$ cat config.mk
export PLATFORM = sky130hd
export DESIGN_NAME = uart_receive_frame
export DESIGN_NICKNAME = d
export VERILOG_FILES = /design/src/rtl/uart_receive_frame.sv
export SDC_FILE = /design/constraint.sdc
export NUM_CORES = 1
export LEC_CHECK = 0
export CAP_MARGIN = 0
export CORE_MARGIN = 5
export CORE_UTILIZATION = 64
export DETAILED_ROUTE_END_ITERATION = 10
export GPL_TIMING_DRIVEN = 0
export PLACE_DENSITY = 0.84
export SLEW_MARGIN = 0
export SYNTH_ARGS = -nofsm -noshare
export SYNTH_HDL_FRONTEND = slang
export SYNTH_SLANG_ARGS = --single-unit
$ cat constraint.sdc
create_clock -name i_clock -period 3.2 [get_ports i_clock]
set_clock_uncertainty 0.1 [all_clocks]
set_input_delay 0.48 -clock i_clock [delete_from_list [all_inputs] [get_ports i_clock]]
set_output_delay 0.48 -clock i_clock [all_outputs]
set_load 0.01 [all_outputs]
$ cat src/rtl/uart_receive_frame.sv
// uart_receive_frame
//   UART receiver with configurable frame format (DATA_BITS, PARITY, STOP_BITS),
//   a 2-flop input synchroniser, 3-sample majority voting, false-start rejection
//   and a show-ahead output FIFO behind a ready/valid handshake.
//
// Ports
//   i_clock         clock
//   i_reset         synchronous, active-high reset
//   i_rx            serial line, asynchronous, idle high
//   o_data          payload of head FIFO entry
//   o_data_valid    FIFO non-empty
//   i_data_ready    consumer accepts head entry when high with o_data_valid
//   o_parity_error  head entry parity mismatch (0 when PARITY = 0)
//   o_frame_error   head entry saw a 0 on some stop-bit sample
//   o_break         head entry is all-zero data/parity with a frame error
//   o_overrun       one-cycle pulse when a completed frame is dropped
module uart_receive_frame #(
  // Defaults exist only so the block elaborates standalone; every
  // instantiation is expected to set the clock and baud rate explicitly.
  parameter int CLOCK_FREQUENCY = 1_600_000,
  parameter int BAUD_RATE       = 100_000,
  parameter int DATA_BITS       = 8,
  parameter int PARITY          = 0,   // 0 none, 1 odd, 2 even
  parameter int STOP_BITS       = 1,
  parameter int FIFO_DEPTH      = 4
) (
  input  logic                 i_clock,
  input  logic                 i_reset,
  input  logic                 i_rx,
  output logic [DATA_BITS-1:0] o_data,
  output logic                 o_data_valid,
  input  logic                 i_data_ready,
  output logic                 o_parity_error,
  output logic                 o_frame_error,
  output logic                 o_break,
  output logic                 o_overrun
);
  localparam int N_CLOCKS = CLOCK_FREQUENCY / BAUD_RATE;
  localparam int M        = N_CLOCKS / 2;
  localparam int CW       = $clog2(N_CLOCKS);
  localparam int AW       = $clog2(FIFO_DEPTH);
  localparam int EW       = DATA_BITS + 3;

  localparam logic [CW-1:0] C_LAST  = CW'(N_CLOCKS - 1);
  localparam logic [CW-1:0] C_SAMP0 = CW'(M - 1);
  localparam logic [CW-1:0] C_SAMP1 = CW'(M);
  localparam logic [CW-1:0] C_MPT   = CW'(M + 1);
  localparam logic [CW-1:0] C_ONE   = CW'(1);
  localparam logic [3:0]    B_DLAST = 4'(DATA_BITS - 1);
  localparam logic [3:0]    B_SLAST = 4'(STOP_BITS - 1);
  localparam logic [3:0]    B_ONE   = 4'd1;
  localparam logic [AW:0]   P_ONE   = (AW+1)'(1);
  localparam logic          PAR_ODD = (PARITY == 1);

  typedef enum logic [2:0] {S_IDLE, S_START, S_DATA, S_PARITY, S_STOP} state_t;

  state_t               r_state;
  logic                 r_sync1, r_sync2;
  logic [CW-1:0]        r_count;
  logic [3:0]           r_bitcnt;
  logic                 r_samp0, r_samp1;
  logic [DATA_BITS-1:0] r_shift;
  logic                 r_par_bit, r_par_err, r_frm_err;
  logic                 r_push;
  logic [EW-1:0]        r_entry;

  logic                 w_rx, w_maj, w_mpt, w_frm_final, w_brk;

  assign w_rx  = r_sync2;
  // 2-of-3 vote: the third sample is the live value at the resolve count.
  assign w_maj = (r_samp0 & r_samp1) | (r_samp0 & w_rx) | (r_samp1 & w_rx);
  assign w_mpt = (r_count == C_MPT);
  assign w_frm_final = r_frm_err | ~w_maj;
  assign w_brk = (r_shift == '0) && ((PARITY == 0) || !r_par_bit) && w_frm_final;

  // The IDLE cycle that first sees rx_s low counts as sample count 0, so the
  // counter value equals the cycle offset from start detection within a bit.
  always_ff @(posedge i_clock) begin
    if (i_reset) begin
      r_sync1   <= 1'b1;
      r_sync2   <= 1'b1;
      r_state   <= S_IDLE;
      r_count   <= '0;
      r_bitcnt  <= '0;
      r_samp0   <= 1'b1;
      r_samp1   <= 1'b1;
      r_shift   <= '0;
      r_par_bit <= 1'b0;
      r_par_err <= 1'b0;
      r_frm_err <= 1'b0;
      r_push    <= 1'b0;
      r_entry   <= '0;
    end else begin
      r_sync1 <= i_rx;
      r_sync2 <= r_sync1;
      r_push  <= 1'b0;
      if (r_count == C_SAMP0) r_samp0 <= w_rx;
      if (r_count == C_SAMP1) r_samp1 <= w_rx;
      if (r_state == S_IDLE) r_count <= w_rx ? '0 : C_ONE;
      else                   r_count <= (r_count == C_LAST) ? '0 : r_count + C_ONE;
      case (r_state)
        S_IDLE: if (!w_rx) begin
          r_state   <= S_START;
          r_par_err <= 1'b0;
          r_frm_err <= 1'b0;
          r_par_bit <= 1'b0;
        end
        S_START: if (w_mpt) begin
          if (w_maj) begin
            r_state <= S_IDLE;    // glitch: not a real start bit
            r_count <= '0;
          end else begin
            r_state  <= S_DATA;
            r_bitcnt <= '0;
          end
        end
        S_DATA: if (w_mpt) begin
          r_shift <= {w_maj, r_shift[DATA_BITS-1:1]};
          if (r_bitcnt == B_DLAST) begin
            r_bitcnt <= '0;
            r_state  <= (PARITY != 0) ? S_PARITY : S_STOP;
          end else begin
            r_bitcnt <= r_bitcnt + B_ONE;
          end
        end
        S_PARITY: if (w_mpt) begin
          r_par_bit <= w_maj;
          r_par_err <= w_maj ^ (^r_shift) ^ PAR_ODD;
          r_state   <= S_STOP;
        end
        S_STOP: if (w_mpt) begin
          if (r_bitcnt == B_SLAST) begin
            // Leave at mid-bit so a back-to-back start edge is never missed.
            r_state <= S_IDLE;
            r_count <= '0;
            r_push  <= 1'b1;
            r_entry <= {w_brk, w_frm_final, r_par_err, r_shift};
          end else begin
            r_frm_err <= w_frm_final;
            r_bitcnt  <= r_bitcnt + B_ONE;
          end
        end
        default: r_state <= S_IDLE;
      endcase
    end
  end

  // Output FIFO: extra pointer MSB distinguishes full from empty.
  logic [EW-1:0] r_mem [FIFO_DEPTH];
  logic [AW:0]   r_wr_ptr, r_rd_ptr;
  logic          w_empty, w_full, w_pop, w_push;
  logic [EW-1:0] w_head;

  assign w_empty = (r_wr_ptr == r_rd_ptr);
  assign w_full  = (r_wr_ptr[AW] != r_rd_ptr[AW]) &&
                   (r_wr_ptr[AW-1:0] == r_rd_ptr[AW-1:0]);
  assign w_pop   = !w_empty && i_data_ready;
  assign w_push  = r_push && (!w_full || w_pop);

  always_ff @(posedge i_clock) begin
    if (i_reset) begin
      r_wr_ptr <= '0;
      r_rd_ptr <= '0;
    end else begin
      if (w_push) r_wr_ptr <= r_wr_ptr + P_ONE;
      if (w_pop)  r_rd_ptr <= r_rd_ptr + P_ONE;
    end
  end

  always_ff @(posedge i_clock) begin
    if (w_push) r_mem[r_wr_ptr[AW-1:0]] <= r_entry;
  end

  assign w_head         = w_empty ? '0 : r_mem[r_rd_ptr[AW-1:0]];
  assign o_data         = w_head[DATA_BITS-1:0];
  assign o_parity_error = w_head[DATA_BITS];
  assign o_frame_error  = w_head[DATA_BITS+1];
  assign o_break        = w_head[DATA_BITS+2];
  assign o_data_valid   = !w_empty;
  assign o_overrun      = r_push && w_full && !w_pop;
endmodule

[Word-level counts from Yosys, hierarchy flattened]
Memories as Yosys holds them, arrays and structs flattened. A register that Yosys moved wholly into a read port is not among the register bits.
Index checks and enable logic that the tools add are counted.
Storage, ports and cells
  bits in registers: 43
  bits in writable memories: 44
  input bits: 4
  word-level logic and storage cells: 110
  memories: 1
Operators by class
  add/subtract/negate cells: 4
  eq/ne operators: 21
  multiplexer cells: 36
  bitwise gates (word level): 10
  reductions and logical operators: 24
Memory list
  r_mem: words 4, bits a word 11, read ports 1, clocked after Yosys merged registers in 1, wr ports 1, line 149  | logic [EW-1:0] r_mem [FIFO_DEPTH];
Operators with widths (count)
  $mux 4: 12
  $mux 3: 7
  $ne 2x2->1 const B: 9
  $pmux 3 s5: 1
  $eq 4x4->1 const B: 3
  $pmux 4 s3: 1
  $mux 11: 1
  $add 4x1->4 const B: 2
  $eq 4x3->1 const B: 2
  $logic_not 8->1: 1
  $mux 1: 8
  $pmux 4 s2: 1
  $reduce_xor 8->1: 1
  $reduce_and 7->1: 1
  $add 3x1->3 const B: 2
  $eq 3x2->1 const B: 2
  $logic_and 1x1->1: 6
  $mux 2: 3
  $reduce_and 3->1: 2
  $reduce_and 6->1: 1
  $logic_not 4->1: 1
  $pmux 1 s2: 2
  $reduce_and 4->1: 1
  $reduce_bool 2->1: 2
  other kinds (15): 23

[Logic depth before layout (Yosys ltp)]
  depth after elaboration: 8
  gate-level depth with buffers: 8
  gate-level depth less buffers: 6

[Worst setup path after synthesis]
OpenSTA, ideal clock, no wires.
  path type: flip-flop to flip-flop
  start: register r_bitcnt[0]
  end: register r_entry[10]
  arrival time: 1.823 ns
  required time: 3.030 ns
  path slack: 1.207 ns
  stages on the path, launching flop included: 8
  path buffers: 1
  clock period less this slack: 1.993 ns
  cells stage by stage: dfxtp_1 inv_1 ha_1 or3b_1 or3_1 buf_2 or3b_1 a21oi_1
Between the ends
  longest elaborated chain between the ends: 2
RTL lines
  start, declared: line 60  | logic [3:0] r_bitcnt;
  start signal, assigned: line 123  | r_bitcnt <= r_bitcnt + B_ONE;
  start signal, assigned: line 140  | r_bitcnt <= r_bitcnt + B_ONE;
  $logic_not 4->1: line 132  | if (r_bitcnt == B_SLAST) begin
  $reduce_and 3->1 (no source line)
  end signal, assigned: line 137  | r_entry <= {w_brk, w_frm_final, r_par_err, r_shift};
  end, declared: line 65  | logic [EW-1:0] r_entry;
No other way between the ends.
A chain may end at the register's enable or synchronous reset.

[Worst setup path after layout]
  start: register r_wr_ptr[1]
  end: output port o_data[4]
Between the ends
  longest elaborated chain between the ends: 2
RTL lines
  start, declared: line 150  | logic [AW:0] r_wr_ptr, r_rd_ptr;
  start signal, assigned: line 165  | if (w_push) r_wr_ptr <= r_wr_ptr + P_ONE;
  $eq 3x3->1: line 154  | assign w_empty = (r_wr_ptr == r_rd_ptr);
  $mux 11: line 174  | assign w_head = w_empty ? '0 : r_mem[r_rd_ptr[AW-1:0]];
  end, declared: line 30  | output logic [DATA_BITS-1:0] o_data,
No other way between the ends.

==> flow_metrics.py <==
metrics = {
    "cells_and_area": {
        "area_growth_syn_to_layout_pct": 11.55,
        "mostFrequentLayoutCell": "sky130_fd_sc_hd__dfxtp_1",
        "ratio_of_cells_with_drive_above_1_in_the_final_layout": 0.1026,
        "antenna-diode-count": 0,
        "post-route-util": 0.7309,
        "n_fill_cell": 402,
        "nNetsFinal": 364,
        "mostFrequentLayoutCells": "sky130_fd_sc_hd__dfxtp_1, sky130_fd_sc_hd__edfxtp_1, sky130_fd_sc_hd__nor2_1",
    },
    "grt": {
        "grt_antenna_before_repair": 0,
        "grt_first_pass_wirelength_mm": 11.39,
        "first_global_vias": 2375,
        "groute.usage.overall": 0.1981,
        "total_global_routing_overflow": 0,
        "largest_net_degree_at_the_start_of_global_routing": 17,
    },
    "yosys": {
        "synthArstFlopShare": 0,
        "netlist.area_leader.share": 0.3426,
        "dominant_cells_by_area_after_synthesis": "sky130_fd_sc_hd__edfxtp_1, sky130_fd_sc_hd__dfxtp_1, sky130_fd_sc_hd__mux4_2",
        "synth-edff-count": 44,
        "biggest_area_consumer_among_synthesized_cells": "sky130_fd_sc_hd__edfxtp_1",
        "yosys_warnings": 0,
        "synthesized_cell_area_mm2": 0.003856,
        "syn_inst": 320,
        "synth_area_per_cell_um2": 12.05,
        "synth-main-ff-cell": "sky130_fd_sc_hd__dfxtp_1",
        "synth.ff_latch_count": 89,
        "seq_area_frac_synth": 0.5762,
        "ys_types": 49,
        "postSynthNetCount": 338,
    },
    "timing": {
        "timing.max_slew.rel_slack": 0.2936,
        "timing.final.crit_period_ns": 2.941,
        "slew_violations": 0,
        "timing_hold_violations_final": 0,
        "unrepaired_setup_endpoints_after_global_routing": "false",
        "final.hold.worst_slack_ns": 0.3384,
        "setup_viol": 0,
        "final.period_utilization": 0.9191,
        "fmaxAchievable_mhz": 340.0,
        "finalSetupTns_ns": 0,
        "worst_slew_pin_slew_ns": 1.056,
    },
    "clock_network": {
        "h-tree-depth": 3,
        "insertion_delay_ns": 0.36,
        "cts.sinks": 89,
        "clk_pin_slew_ns": 0.09,
        "ctsRootBufferMaster": "sky130_fd_sc_hd__clkbuf_8",
        "maximum_root_to_sink_buffer_count": 2,
        "cts_inserted_buffers": 9,
        "postCtsSetupRepairBufs": 0,
        "tritoncts": "built",
    },
    "critical_path": {
        "timing.critical_path.from_type": "flip-flop",
        "r2r.worst_path.cells": 3,
        "timing_worst_setup_path_type": "reg2out",
        "max_stage_delay_ns": 0.56,
        "worstPathMaxFanout": 10,
        "r2r_setup_slack_ns": 0.88,
        "worst_ep_arrival_time_ns": 2.36,
        "worstReg2RegEnd": "r_mem[3][9]",
        "crit_path_end_kind": "primary output",
        "startpoint": "r_wr_ptr[1]",
        "timing.critical_path.cells": "xor2_1, or2_1, nor2_1, clkbuf_2, nor2b_1, clkdlybuf4s50_1",
        "critical-path-slowest-cell": "sky130_fd_sc_hd__clkdlybuf4s50_1",
        "crit_required_ns": 2.62,
        "worst_r2r_startpoint": "r_wr_ptr[1]",
    },
    "route": {
        "ant_nets": 0,
        "vias": 2492,
        "wl_per_cell_um": 15.94,
        "drt_first_iter_violations": 148,
        "wl_mm": 6.792,
        "drt_first_pass_iters": 5,
        "avgViaCountPerCell": 5.850,
        "drcViolationCount": 0,
    },
    "pwr": {
        "finalPower_w": 0.001977,
        "p_leak_nw": 1.574,
        "power.ir.vdd_worst_uv": 248.5,
        "power_density_mw_per_mm2": 459.7,
    },
    "min_path": {
        "hold_depth": 1,
        "holdCritPathClass": "reg2reg",
        "holdCritStartpoint": "r_sync1",
        "holdPathEnd": "r_sync2",
    },
    "die": {
        "floorplan.io_pins": 17,
        "dieArea_mm2": 0.007677,
        "fp.dieH_um": 87.62,
        "std_cell_rows": 28,
        "core-area_mm2": 0.005886,
        "start_util": 0.6552,
        "die_w_um": 87.62,
    },
    "outcome": {
        "outcome": "completed",
    },
    "run": {
        "maxCapViolations": 0,
    },
    "placement": {
        "globalplace.congestion": 0.8646,
        "number_of_buffer_cells_added_on_primary_ports": 15,
        "dp.final_hpwl_mm": 4.767,
    },
}
[report_power, final]
group          leakage (nW)  internal (W)  switching [W]   total, W
Clock                0.0983      0.000367       0.000396   0.000763
Combinational         0.705    0.00000905      0.0000171  0.0000262
Sequential            0.771       0.00119     0.00000289    0.00119
[how the worst max path moves through the flow]
| stage | slack, ns | end |
|---|---|---|
| after global placement | 0.56 | r_mem[3][2] |
| after CTS | 0.10 | o_data[4] |
| after detailed placement | 0.51 | o_data[4] |
| final | 0.26 | o_data[4] |
| after floorplan | 1.21 | r_entry[10] |
| after global routing | 0.12 | o_data[4] |
[flip-flops by register name, summed over array words and instances (netlist names), named ones only]
register	count
r_sync1	1
r_frm_err	1
r_count	4
r_state	3
r_wr_ptr	3
r_samp0	1
r_par_err	1
r_bitcnt	4
r_rd_ptr	3
r_samp1	1
r_entry	11
r_sync2	1
r_push	1
r_shift	8
r_mem	44
[critical path: cells and delay by family (launching register included)]
kind                      cells  cell delay, ns
and+or+nand+nor               3            0.45
DFF                           1            0.43
xor gates and xnor gates      1            0.34
buffers and inverters         2            0.78
[logic make-up (layout without fill, tap and decap cells)]
logic type / after synthesis / count (layout) / share of synthesized area
multiplexers: 25 / 25 / 0.1006
flip-flops: 89 / 89 / 0.5762
XOR/XNOR: 13 / 13 / 0.02953
adder cells (fa/ha/maj): 15 / 15 / 0.04802
buffers and inverters: 39 / 70 / 0.04088
AO/OA/AOI/OAI: 41 / 41 / 0.07106
AND/OR/NAND/NOR: 98 / 98 / 0.1337
[layout make-up]
class                   count  area, µm²  share of cell area
inverters                  23      86.33             0.02007
repair buffers             15      150.1             0.03490
well taps                  75      93.84             0.02181
clock inverters             7      76.32             0.01774
flip-flops and latches     89       2222              0.5166
plain buffers              16      72.57             0.01687
clock buffers               9      123.9             0.02880
multi-input cells         192       1476              0.3432
[stage by stage]
step                cells  setup WS (ns)  instance area [µm²]
floorplan             320          1.207                 3856
global placement      410         0.5568                 4100
detailed placement    410         0.5134                 4100
CTS                   426         0.1042                 4300
global route          426         0.1173                 4302
finish                426         0.2590                 4302
[routing by layer]
| metal | track usage | vias to the layer above | share of wire | wire [µm] |
|---|---|---|---|---|
| met5 | 0 | - | 0 | 0 |
| met4 | 0.08368 | 0 | 0.020 | 136 |
| met3 | 0.04610 | 16 | 0.052 | 355 |
| met2 | 0.3466 | 78 | 0.52 | 3506 |
| met1 | 0.2338 | 1205 | 0.41 | 2793 |
| li1 | - | 1193 | - | - |
[timing repair]
item                                   CTS  global route
resized for setup                        0             2
hold buffers                             0             0
endpoints found under the hold margin    0             0
setup endpoints to repair                0             9
[cell usage after synthesis, types with 6 or more instances]
| cell | n |
|---|---|
| sky130_fd_sc_hd__nor3_1 | 11 |
| sky130_fd_sc_hd__edfxtp_1 | 44 |
| sky130_fd_sc_hd__inv_1 | 23 |
| sky130_fd_sc_hd__a21oi_1 | 14 |
| sky130_fd_sc_hd__nor2_1 | 40 |
| sky130_fd_sc_hd__ha_1 | 14 |
| sky130_fd_sc_hd__nor2b_1 | 13 |
| sky130_fd_sc_hd__dfxtp_1 | 45 |
| sky130_fd_sc_hd__xnor2_1 | 7 |
| sky130_fd_sc_hd__clkbuf_1 | 12 |
| sky130_fd_sc_hd__mux2i_1 | 14 |
| sky130_fd_sc_hd__mux4_2 | 11 |
| sky130_fd_sc_hd__xor2_1 | 6 |
Note: power is estimated with default switching activity, not from simulation.
